**config.mk**
```make
export PLATFORM = sky130hd
export DESIGN_NAME = rtype_exec_flat
export DESIGN_NICKNAME = d
export VERILOG_FILES = /design/src/rtl/rtype_exec_if.sv /design/src/rtl/rtype_exec.sv /design/src/flat_wrapper.sv
export SDC_FILE = /design/constraint.sdc
export NUM_CORES = 1
export LEC_CHECK = 0
export ABC_CLOCK_PERIOD_IN_PS = 3200
export CAP_MARGIN = 20
export CORE_ASPECT_RATIO = 1.75
export CORE_MARGIN = 2
export CORE_UTILIZATION = 44
export DETAILED_ROUTE_END_ITERATION = 16
export GPL_TIMING_DRIVEN = 0
export PLACE_DENSITY = 0.92
export SYNTH_ARGS = -nofsm -noshare
export SYNTH_HDL_FRONTEND = slang
export SYNTH_SLANG_ARGS = --single-unit
```
**constraint.sdc**
```tcl
create_clock -name clk -period 3.2 [get_ports clk]
set_input_delay 0.8 -clock clk [delete_from_list [all_inputs] [get_ports clk]]
set_output_delay 0.8 -clock clk [all_outputs]
set_load 0.005 [all_outputs]
```
**src/rtl/rtype_exec_if.sv**
```systemverilog
//------------------------------------------------------------------------------
// Module      : rtype_exec_if
// Description : Bundle between the R-type execute sequencer and its
//               neighbours: the decode handshake, the regfile read/write
//               ports, and the alucontrol/alu operand and result lines.
//               slave  = the sequencer, master = the surrounding datapath.
// Revision    : 1.0 - initial release
//------------------------------------------------------------------------------
`default_nettype none

interface rtype_exec_if #(
  parameter int WIDTH   = 8,
  parameter int REGBITS = 3
);
  // decode handshake
  logic               instr_valid;
  logic               instr_ready;
  logic [REGBITS-1:0] rs;
  logic [REGBITS-1:0] rt;
  logic [REGBITS-1:0] rd;
  logic [5:0]         funct;
  // regfile read port
  logic [REGBITS-1:0] ra1;
  logic [REGBITS-1:0] ra2;
  logic [WIDTH-1:0]   rd1;
  logic [WIDTH-1:0]   rd2;
  // alucontrol / alu
  logic [1:0]         aluop;
  logic [5:0]         alu_funct;
  logic [WIDTH-1:0]   a;
  logic [WIDTH-1:0]   b;
  logic [WIDTH-1:0]   result;
  // regfile write port
  logic [REGBITS-1:0] wa;
  logic [WIDTH-1:0]   wd;
  logic               regwrite;
  // retirement status
  logic               done;
  logic               err;

  modport slave (
    input  instr_valid, rs, rt, rd, funct, rd1, rd2, result,
    output instr_ready, ra1, ra2, aluop, alu_funct, a, b, wa, wd,
           regwrite, done, err
  );

  modport master (
    output instr_valid, rs, rt, rd, funct, rd1, rd2, result,
    input  instr_ready, ra1, ra2, aluop, alu_funct, a, b, wa, wd,
           regwrite, done, err
  );
endinterface

`default_nettype wire

```
**src/rtl/rtype_exec.sv**
```systemverilog
//------------------------------------------------------------------------------
// Module      : rtype_exec
// Description : Multicycle R-type execute sequencer for the 8-bit TinyMIPS
//               datapath. Accepts one decoded instruction, reads both
//               operands from the regfile, runs them through the ALU and
//               writes the result back to rd.
//               Sequence: IDLE -> READ -> EXEC -> WRITE -> DONE -> IDLE.
// Revision    : 1.0 - initial release
//------------------------------------------------------------------------------
`default_nettype none

module rtype_exec #(
  parameter int WIDTH   = 8,
  parameter int REGBITS = 3
) (
  input  logic         clk,
  input  logic         reset_n,
  rtype_exec_if.slave  bus
);

  // alucontrol decodes by funct when aluop is 2'b10
  localparam logic [1:0] C_ALUOP_RTYPE = 2'b10;
  localparam logic [5:0] C_FUNCT_ADD   = 6'b100000;
  localparam logic [5:0] C_FUNCT_SUB   = 6'b100010;
  localparam logic [5:0] C_FUNCT_AND   = 6'b100100;
  localparam logic [5:0] C_FUNCT_OR    = 6'b100101;
  localparam logic [5:0] C_FUNCT_SLT   = 6'b101010;

  typedef enum logic [2:0] {
    S_IDLE  = 3'd0,
    S_READ  = 3'd1,
    S_EXEC  = 3'd2,
    S_WRITE = 3'd3,
    S_DONE  = 3'd4
  } state_t;

  state_t             r_state;
  // fields captured at the acceptance edge, stable until DONE
  logic [REGBITS-1:0] r_rs;
  logic [REGBITS-1:0] r_rt;
  logic [REGBITS-1:0] r_rd;
  logic [5:0]         r_funct;
  // operand and result registers
  logic [WIDTH-1:0]   r_opa;
  logic [WIDTH-1:0]   r_opb;
  logic [WIDTH-1:0]   r_result;
  logic [REGBITS-1:0] r_wa;
  // registered status pulses
  logic               r_regwrite;
  logic               r_done;
  logic               r_err;

  logic               w_accept;
  logic               w_supported;

  function automatic logic funct_supported(input logic [5:0] f);
    logic ok;
    case (f)
      C_FUNCT_ADD,
      C_FUNCT_SUB,
      C_FUNCT_AND,
      C_FUNCT_OR,
      C_FUNCT_SLT: ok = 1'b1;
      default:     ok = 1'b0;
    endcase
    return ok;
  endfunction

  // decoded from the captured funct so late input changes cannot leak in
  assign w_supported = funct_supported(r_funct);
  assign w_accept    = (r_state == S_IDLE) && bus.instr_valid;

  // sequencer: state, captured fields, operands, result and status pulses
  always_ff @(posedge clk or negedge reset_n) begin
    if (!reset_n) begin
      r_state    <= S_IDLE;
      r_rs       <= '0;
      r_rt       <= '0;
      r_rd       <= '0;
      r_funct    <= '0;
      r_opa      <= '0;
      r_opb      <= '0;
      r_result   <= '0;
      r_wa       <= '0;
      r_regwrite <= 1'b0;
      r_done     <= 1'b0;
      r_err      <= 1'b0;
    end else begin
      // single-cycle pulses default low
      r_regwrite <= 1'b0;
      r_done     <= 1'b0;
      r_err      <= 1'b0;
      case (r_state)
        S_IDLE: begin
          if (w_accept) begin
            r_rs    <= bus.rs;
            r_rt    <= bus.rt;
            r_rd    <= bus.rd;
            r_funct <= bus.funct;
            r_state <= S_READ;
          end
        end
        S_READ: begin
          // latched before any write, so rd == rs/rt is safe
          r_opa   <= bus.rd1;
          r_opb   <= bus.rd2;
          r_state <= S_EXEC;
        end
        S_EXEC: begin
          r_result   <= bus.result;
          r_wa       <= r_rd;
          r_regwrite <= w_supported && (r_rd != '0);
          r_state    <= S_WRITE;
        end
        S_WRITE: begin
          r_done  <= 1'b1;
          r_err   <= ~w_supported;
          r_state <= S_DONE;
        end
        S_DONE: begin
          r_state <= S_IDLE;
        end
        default: begin
          r_state <= S_IDLE;
        end
      endcase
    end
  end

  // ready is a state decode, gated so it stays low while reset is held
  assign bus.instr_ready = (r_state == S_IDLE) && reset_n;

  assign bus.ra1       = r_rs;
  assign bus.ra2       = r_rt;
  assign bus.aluop     = C_ALUOP_RTYPE;
  assign bus.alu_funct = r_funct;
  assign bus.a         = r_opa;
  assign bus.b         = r_opb;
  assign bus.wa        = r_wa;
  assign bus.wd        = r_result;
  assign bus.regwrite  = r_regwrite;
  assign bus.done      = r_done;
  assign bus.err       = r_err;

endmodule

`default_nettype wire

```
**src/flat_wrapper.sv**
```systemverilog
// flat-port wrapper written by rule: the top's interface ports become plain ports
module rtype_exec_flat 
#(
  parameter int WIDTH   = 8,
  parameter int REGBITS = 3
)
  (clk, reset_n, bus_instr_valid, bus_rs, bus_rt, bus_rd, bus_funct, bus_rd1, bus_rd2, bus_result, bus_instr_ready, bus_ra1, bus_ra2, bus_aluop, bus_alu_funct, bus_a, bus_b, bus_wa, bus_wd, bus_regwrite, bus_done, bus_err);
  rtype_exec_if #(.WIDTH(WIDTH), .REGBITS(REGBITS)) bus_i ();
  input  logic clk;
  input  logic reset_n;
  input wire logic [$bits(bus_i.instr_valid)-1:0] bus_instr_valid;
  input wire logic [$bits(bus_i.rs)-1:0] bus_rs;
  input wire logic [$bits(bus_i.rt)-1:0] bus_rt;
  input wire logic [$bits(bus_i.rd)-1:0] bus_rd;
  input wire logic [$bits(bus_i.funct)-1:0] bus_funct;
  input wire logic [$bits(bus_i.rd1)-1:0] bus_rd1;
  input wire logic [$bits(bus_i.rd2)-1:0] bus_rd2;
  input wire logic [$bits(bus_i.result)-1:0] bus_result;
  output wire logic [$bits(bus_i.instr_ready)-1:0] bus_instr_ready;
  output wire logic [$bits(bus_i.ra1)-1:0] bus_ra1;
  output wire logic [$bits(bus_i.ra2)-1:0] bus_ra2;
  output wire logic [$bits(bus_i.aluop)-1:0] bus_aluop;
  output wire logic [$bits(bus_i.alu_funct)-1:0] bus_alu_funct;
  output wire logic [$bits(bus_i.a)-1:0] bus_a;
  output wire logic [$bits(bus_i.b)-1:0] bus_b;
  output wire logic [$bits(bus_i.wa)-1:0] bus_wa;
  output wire logic [$bits(bus_i.wd)-1:0] bus_wd;
  output wire logic [$bits(bus_i.regwrite)-1:0] bus_regwrite;
  output wire logic [$bits(bus_i.done)-1:0] bus_done;
  output wire logic [$bits(bus_i.err)-1:0] bus_err;
  assign bus_i.instr_valid = bus_instr_valid;
  assign bus_i.rs = bus_rs;
  assign bus_i.rt = bus_rt;
  assign bus_i.rd = bus_rd;
  assign bus_i.funct = bus_funct;
  assign bus_i.rd1 = bus_rd1;
  assign bus_i.rd2 = bus_rd2;
  assign bus_i.result = bus_result;
  assign bus_instr_ready = bus_i.instr_ready;
  assign bus_ra1 = bus_i.ra1;
  assign bus_ra2 = bus_i.ra2;
  assign bus_aluop = bus_i.aluop;
  assign bus_alu_funct = bus_i.alu_funct;
  assign bus_a = bus_i.a;
  assign bus_b = bus_i.b;
  assign bus_wa = bus_i.wa;
  assign bus_wd = bus_i.wd;
  assign bus_regwrite = bus_i.regwrite;
  assign bus_done = bus_i.done;
  assign bus_err = bus_i.err;
  rtype_exec #(.WIDTH(WIDTH), .REGBITS(REGBITS)) u_core (.clk(clk), .reset_n(reset_n), .bus(bus_i));
endmodule
```
# == Word level (Yosys, flattened, before mapping) ==
# Index checks and enable logic that the tools add are counted.
# Widths: inputs -> output; s select.
# totals
ff_bits,48
latchBits,0
ram_bits,0
rom_bits,0
in_bits,42
output_inout_bits,45
word_cells,35
mem_count,0
# classes
n_addsub,0
mul,0
div,0
magnitude_cmp,0
eq_ne,9
shifts,0
muxes,6
bitwise,1
reduce_logical,7
# ops
op,n
$eq 6x6->1 const B,5
$pmux 3 s4,1
$eq 3x2->1 const B,2
$reduce_or 5->1,1
$mux 1,4
$eq 3x1->1 const B,1
$logic_and 1x1->1,3
$logic_not 3->1,1
$mux 3,1
$reduce_bool 3->1,1
$ne 2x1->1 const B,1
$reduce_and 2->1,1
$not 1->1,1

# == Logic depth before layout (Yosys ltp) ==
# Gate-level depths: netlist of the first run.
# depth
ltp_word,5
mapped_depth,6
ltp_nobuf,3

# == Worst setup path after synthesis of the first run ==
# No wires, ideal clock.
# synth_path
path_kind,input to output
start,input port reset_n
end,output port bus_instr_ready
t_arrival_ps,925
required_time_ps,2400
setup_slack_ps,1475
path_stages,1
path_buffers,0
cell_sequence,and2_1
# synth_via
elab_chain_len,1
# synth_rtl
item,line_no,source
start: declaration,flat_wrapper.sv:10,input logic reset_n;
$logic_and 1x1->1,rtype_exec.sv:131,assign bus.instr_ready = (r_state == S_IDLE) && reset_n;
end: declaration,flat_wrapper.sv:19,output wire logic [$bits(bus_i.instr_ready)-1:0] bus_instr_ready;
# No other way between the ends.

# == Final worst setup path of the first run ==
# Ends and elaborated chain as after synthesis.

==> impl_metrics.ini, run 1 <==
[sta]
rsz0062_at_grt = no
setup_tns_ps = 0
max_freq_mhz = 357
post-route-period-util = 0.876
fin_skew_ps = 6.76
period_minus_slack_ps = 2800
finalSetupViolCount = 0
finalHoldViolations = 0
drv_slew = 0

[run]
drv_cap = 0

[clock_tree]
cts_buffers = 5
clk_pin_slew_ps = 90
clock_sinks = 48
postCtsSetupRepairBufs = 0
hold_buffers = 0
tritoncts = built
htree_levels = 2
cts_root_buffer = clkbuf_8
cts_resized = 0
cts_buffer_depth = 2
clock_latency_ps = 290

[place]
io_buffers = 84
gp_congestion = 0.710
dp_hpwl_um = 3230
place_area_um2 = 2830
dpl.cell_count = 250

[setup_path]
critPathCaptureType = primary output
rr_worst_depth = 6
r2r_end = u_core.r_rd[1]
rr_startpoint = u_core.r_state[1]
setup.worst_path.class = in2out
arrival_ps = 2000
cp_max_fo = 38
reg2reg_slack_ps = 1530
required_ps = 2400
cp-start-kind = input pin

[logic_synthesis]
yosysWarnings = 0
ys_seq_area_frac = 0.630
synth_area_leaders = dfrtp_1, mux2_2, mux2_4, buf_6, and2_1
ys_seq_elements = 48
synth_cell_type_count = 19
syn-num-nets = 158
synth_cells = 116
syn_area_per_cell_um2 = 16.4
synth_top_area_frac = 0.630
synth_area_leader_cell = dfrtp_1
netlist_area_um2 = 1910

[cells_and_area]
multi_input_area_um2 = 648
n_fill_cell = 300
postLayoutCellArea_um2 = 2900
area_growth_pct = 52.1
instances_no_fill = 257
drive_gt1_frac = 0.284
seq_area_um2 = 1200
antennaDiodeCount = 0
fin_nets = 250

[floorplanning]
die_w_um = 53.8
core.rowCount = 31
die-height_um = 91.1
dieArea_um2 = 4900
initial_core_util = 0.460
core-area_um2 = 4150
io_pins = 87

[grt]
grt_max_degree = 39
globalRouteTotalUtil = 0.180
grt_pass1_wl_um = 6360
grt_overflow_total = 0
grt_antenna_before_repair = 0
grt_pass1_vias = 1333

[drt]
drt-total-wl_um = 4130
via_count = 1250
drc = 0
viasPerCell = 4.86
drt_first_pass_iters = 2
drtAntennaViolNets = 0
routedWlPerCell_um = 16.1
drt_iter0_markers = 6

[status]
status = finished clean

[power]
ir_worst_vdd_mv = 0.684
powerDensity_nw_per_um2 = 959
p_leak_nw = 1.24

[worst_hold_path]
hold_path.class = in2async
## sequential cells by signal, summed over array words and instances (netlist names), 3 cells and up
| signal | cells |
|---|---|
| u_core.r_state | 3 |
| u_core.bus.wd | 8 |
| u_core.bus.wa | 3 |
| u_core.bus.alu_funct | 6 |
| u_core.r_rd | 3 |
| u_core.bus.a | 8 |
| u_core.bus.ra1 | 3 |
| u_core.bus.ra2 | 3 |
| u_core.bus.b | 8 |
## logic make-up (layout without fill, tap and decap cells)
| kind of cell | Yosys count | in the layout | synth area share |
|---|---|---|---|
| flip-flops | 48 | 48 | 0.630 |
| multiplexers | 43 | 43 | 0.273 |
| AND/OR/NAND/NOR | 14 | 14 | 0.0544 |
| buffers and inverters | 7 | 99 | 0.0308 |
| other | 2 | 2 | 0.00394 |
| AO/OA/AOI/OAI | 1 | 1 | 0.00394 |
| XOR/XNOR | 1 | 1 | 0.00459 |
## power by group
part	leakage, nW	internal (mW)	switching (mW)
logic	0.622	0.943	0.399
clock network	0.0410	0.149	0.187
registers	0.574	0.915	0.193
## layout by cell type, fill, tap and decap left out
| cell type | Yosys | layout |
|---|---|---|
| nand2b_1 | 1 | 1 |
| conb_1 | 2 | 2 |
| clkbuf_8 | 0 | 5 |
| nor3_1 | 2 | 2 |
| nand4b_1 | 1 | 1 |
| o31ai_1 | 1 | 1 |
| clkbuf_2 | 1 | 1 |
| and2_1 | 3 | 3 |
| clkbuf_1 | 0 | 1 |
| buf_12 | 0 | 1 |
| mux2_2 | 32 | 32 |
| and3b_1 | 2 | 2 |
| buf_6 | 3 | 3 |
| xnor2_1 | 1 | 1 |
| buf_4 | 2 | 2 |
| nor3b_2 | 1 | 1 |
| buf_2 | 1 | 2 |
| nor3b_4 | 1 | 1 |
| mux2i_1 | 1 | 1 |
| clkinv_2 | 0 | 1 |
| mux2_4 | 10 | 10 |
| clkdlybuf4s50_1 | 0 | 83 |
| nor2_1 | 3 | 3 |
| dfrtp_1 | 48 | 48 |
## worst max-delay path, stage by stage
cell and delay, ps:
buf_2 270, buf_12 270, and2_1 150, clkdlybuf4s50_1 490
## cells in the mapped netlist, drive strengths merged
cell	number
nand2b	1
o31ai	1
nand4b	1
dfrtp	48
xnor2	1
nor2	3
nor3	2
buf	6
mux2i	1
nor3b	2
clkbuf	1
conb	2
and2	3
and3b	2
mux2	42
## per-stage QoR
step | power (mW) | hold slack [ps] | util | worst slack, ps
after floorplan | 1.74 | 498 | - | 1480
after global placement | 2.41 | 488 | 0.677 | -1200
after detailed placement | 2.48 | 496 | 0.681 | 359
after CTS | 2.83 | 377 | 0.699 | 363
after global routing | 2.96 | 395 | 0.699 | 268
final | 2.79 | 383 | 0.699 | 395
## metal layers
layer	share of wire	GRT usage
met2	0.58	0.327
met3	0.069	0.0609
met1	0.34	0.191
met4	0.0065	0.0321
met5	0	0
## worst max-delay path by stage
| stage | from | cells after the start | end |
|---|---|---|---|
| 6_report | reset_n | 4 | bus_instr_ready |
| 5_1_grt | reset_n | 4 | bus_instr_ready |
| 4_1_cts | reset_n | 4 | bus_instr_ready |
| 3_5_place_dp | reset_n | 4 | bus_instr_ready |
| 3_3_place_gp | reset_n | 3 | bus_instr_ready |
| 2_1_floorplan | reset_n | 1 | bus_instr_ready |
## final cells by class
type	instances	area share
buffer	7	0.0203
clock buffer	6	0.0250
clock inverter	1	0.00172
multi-input combinational	61	0.223
sequential	48	0.414
tap	49	0.0211
timing repair buffer	85	0.295
Power figures use the tool's default switching activity.
==> inputs of run 2 (changes only) <==
--- a/config.mk
+++ b/config.mk
@@ -7,12 +7,14 @@
 export LEC_CHECK = 0
 export ABC_CLOCK_PERIOD_IN_PS = 3200
 export CAP_MARGIN = 20
+export CELL_PAD_IN_SITES_DETAIL_PLACEMENT = 0
+export CELL_PAD_IN_SITES_GLOBAL_PLACEMENT = 1
 export CORE_ASPECT_RATIO = 1.75
 export CORE_MARGIN = 2
-export CORE_UTILIZATION = 44
+export CORE_UTILIZATION = 35
 export DETAILED_ROUTE_END_ITERATION = 16
 export GPL_TIMING_DRIVEN = 0
-export PLACE_DENSITY = 0.92
+export PLACE_DENSITY = 0.93
 export SYNTH_ARGS = -nofsm -noshare
 export SYNTH_HDL_FRONTEND = slang
 export SYNTH_SLANG_ARGS = --single-unit
==> impl_metrics.ini, run 2 (synthesis results as in run 1) <==
[grt]
grt_overflow_total = 0
grt_pass1_vias = 1264
grt_antenna_before_repair = 0
globalRouteTotalUtil = 0.131
grt_max_degree = 37
grt_pass1_wl_um = 5930

[cells_and_area]
mostFrequentLayoutCells = clkdlybuf4s50_1, dfrtp_1, mux2_2
drive_gt1_frac = 0.292
final_common_cell = clkdlybuf4s50_1
multi_input_area_um2 = 648
area_growth_pct = 54.8
utilization = 0.562
seq_area_um2 = 1200
fin_nets = 250
antennaDiodeCount = 0
postLayoutCellArea_um2 = 2950
n_fill_cell = 459

[sta]
setup_tns_ps = 0
post-route-period-util = 0.801
period_minus_slack_ps = 2560
fin_skew_ps = 7.75
drv_slew = 0
max_freq_mhz = 390
rsz0062_at_grt = no
finalHoldViolations = 0
finalSetupViolCount = 0

[setup_path]
arrival_ps = 1760
cp_cell_sequence = buf_2, and2_1, clkdlybuf4s50_1
required_ps = 2400
max_stage_delay_ps = 490
r2r_end = u_core.bus.ra2[1]
setup.worst_path.class = in2out
crit_family = buffers and inverters
cp_slowest_cell = clkdlybuf4s50_1
rr_worst_depth = 6
critPathCaptureType = primary output
rr_startpoint = u_core.r_state[1]
reg2reg_slack_ps = 1540
cp_num_buf_inv = 2
cp-start-kind = input pin
cp_max_fo = 14

[drt]
routedWlPerCell_um = 14.2
drt-total-wl_um = 3740
drt_first_pass_iters = 4
via_count = 1251
drtAntennaViolNets = 0
viasPerCell = 4.74
drc = 0
drt_iter0_markers = 21

[power]
p_leak_nw = 1.26
ir_worst_vdd_mv = 0.417
powerDensity_nw_per_um2 = 970

[clock_tree]
cts_buffer_depth = 2
htree_levels = 2
cts_resized = 0
cts_buffers = 5
clock_latency_ps = 290
postCtsSetupRepairBufs = 0
cts_root_buffer = clkbuf_8
hold_buffers = 0
tritoncts = built
clk_pin_slew_ps = 90
clock_sinks = 48

[place]
io_buffers = 84
gp_congestion = 0.699
place_area_um2 = 2830
dp_hpwl_um = 2950

[floorplanning]
core.rowCount = 35
die-height_um = 102
core-area_um2 = 5260
initial_core_util = 0.363
die_w_um = 59.8
dieArea_um2 = 6080
io_pins = 87

[status]
status = finished clean

[run]
drv_cap = 0

[worst_hold_path]
hold_path.class = in2async
==> run 2: worst max path at each step <==
stage                     slack, ps    start               to  cells after the start
final                           640  reset_n  bus_instr_ready                      3
after detailed placement        600  reset_n  bus_instr_ready                      3
after global routing            560  reset_n  bus_instr_ready                      3
after global placement        -1220  reset_n  bus_instr_ready                      3
after floorplan                1480  reset_n  bus_instr_ready                      1
after CTS                       610  reset_n  bus_instr_ready                      3
==> run 2: power by group <==
part / leakage [nW] / total, mW / internal, mW / switching (mW)
Combinational: 0.622 / 1.32 / 0.942 / 0.380
Sequential: 0.574 / 1.10 / 0.915 / 0.182
Clock: 0.0614 / 0.447 / 0.255 / 0.192
Total: 1.26 / 2.87 / 2.11 / 0.754
==> run 2: cell type report <==
| type | instances | share of cell area |
|---|---|---|
| Multi-Input combinational cell | 61 | 0.219 |
| Tap cell | 55 | 0.0233 |
| Sequential cell | 48 | 0.407 |
| Clock inverter | 2 | 0.0131 |
| Timing Repair Buffer | 85 | 0.290 |
| Clock buffer | 6 | 0.0280 |
| Buffer | 7 | 0.0199 |
==> run 2: through the flow <==
step	hold WS [ps]	power [mW]	setup WS (ps)	instances
after global placement	488	2.42	-1220	255
after detailed placement	494	2.46	605	256
after CTS	393	2.92	606	264
final	391	2.87	635	264
after global routing	403	3.06	559	264
after floorplan	498	1.74	1480	116
==> run 2: metal layers <==
layer  vias to the layer above  global-route usage  share of wire
met5                         -                   0              0
met4                         0              0.0462          0.014
met3                         4              0.0345          0.066
met2                        55               0.244           0.55
met1                       611               0.133           0.37
li1                        581                   -              -
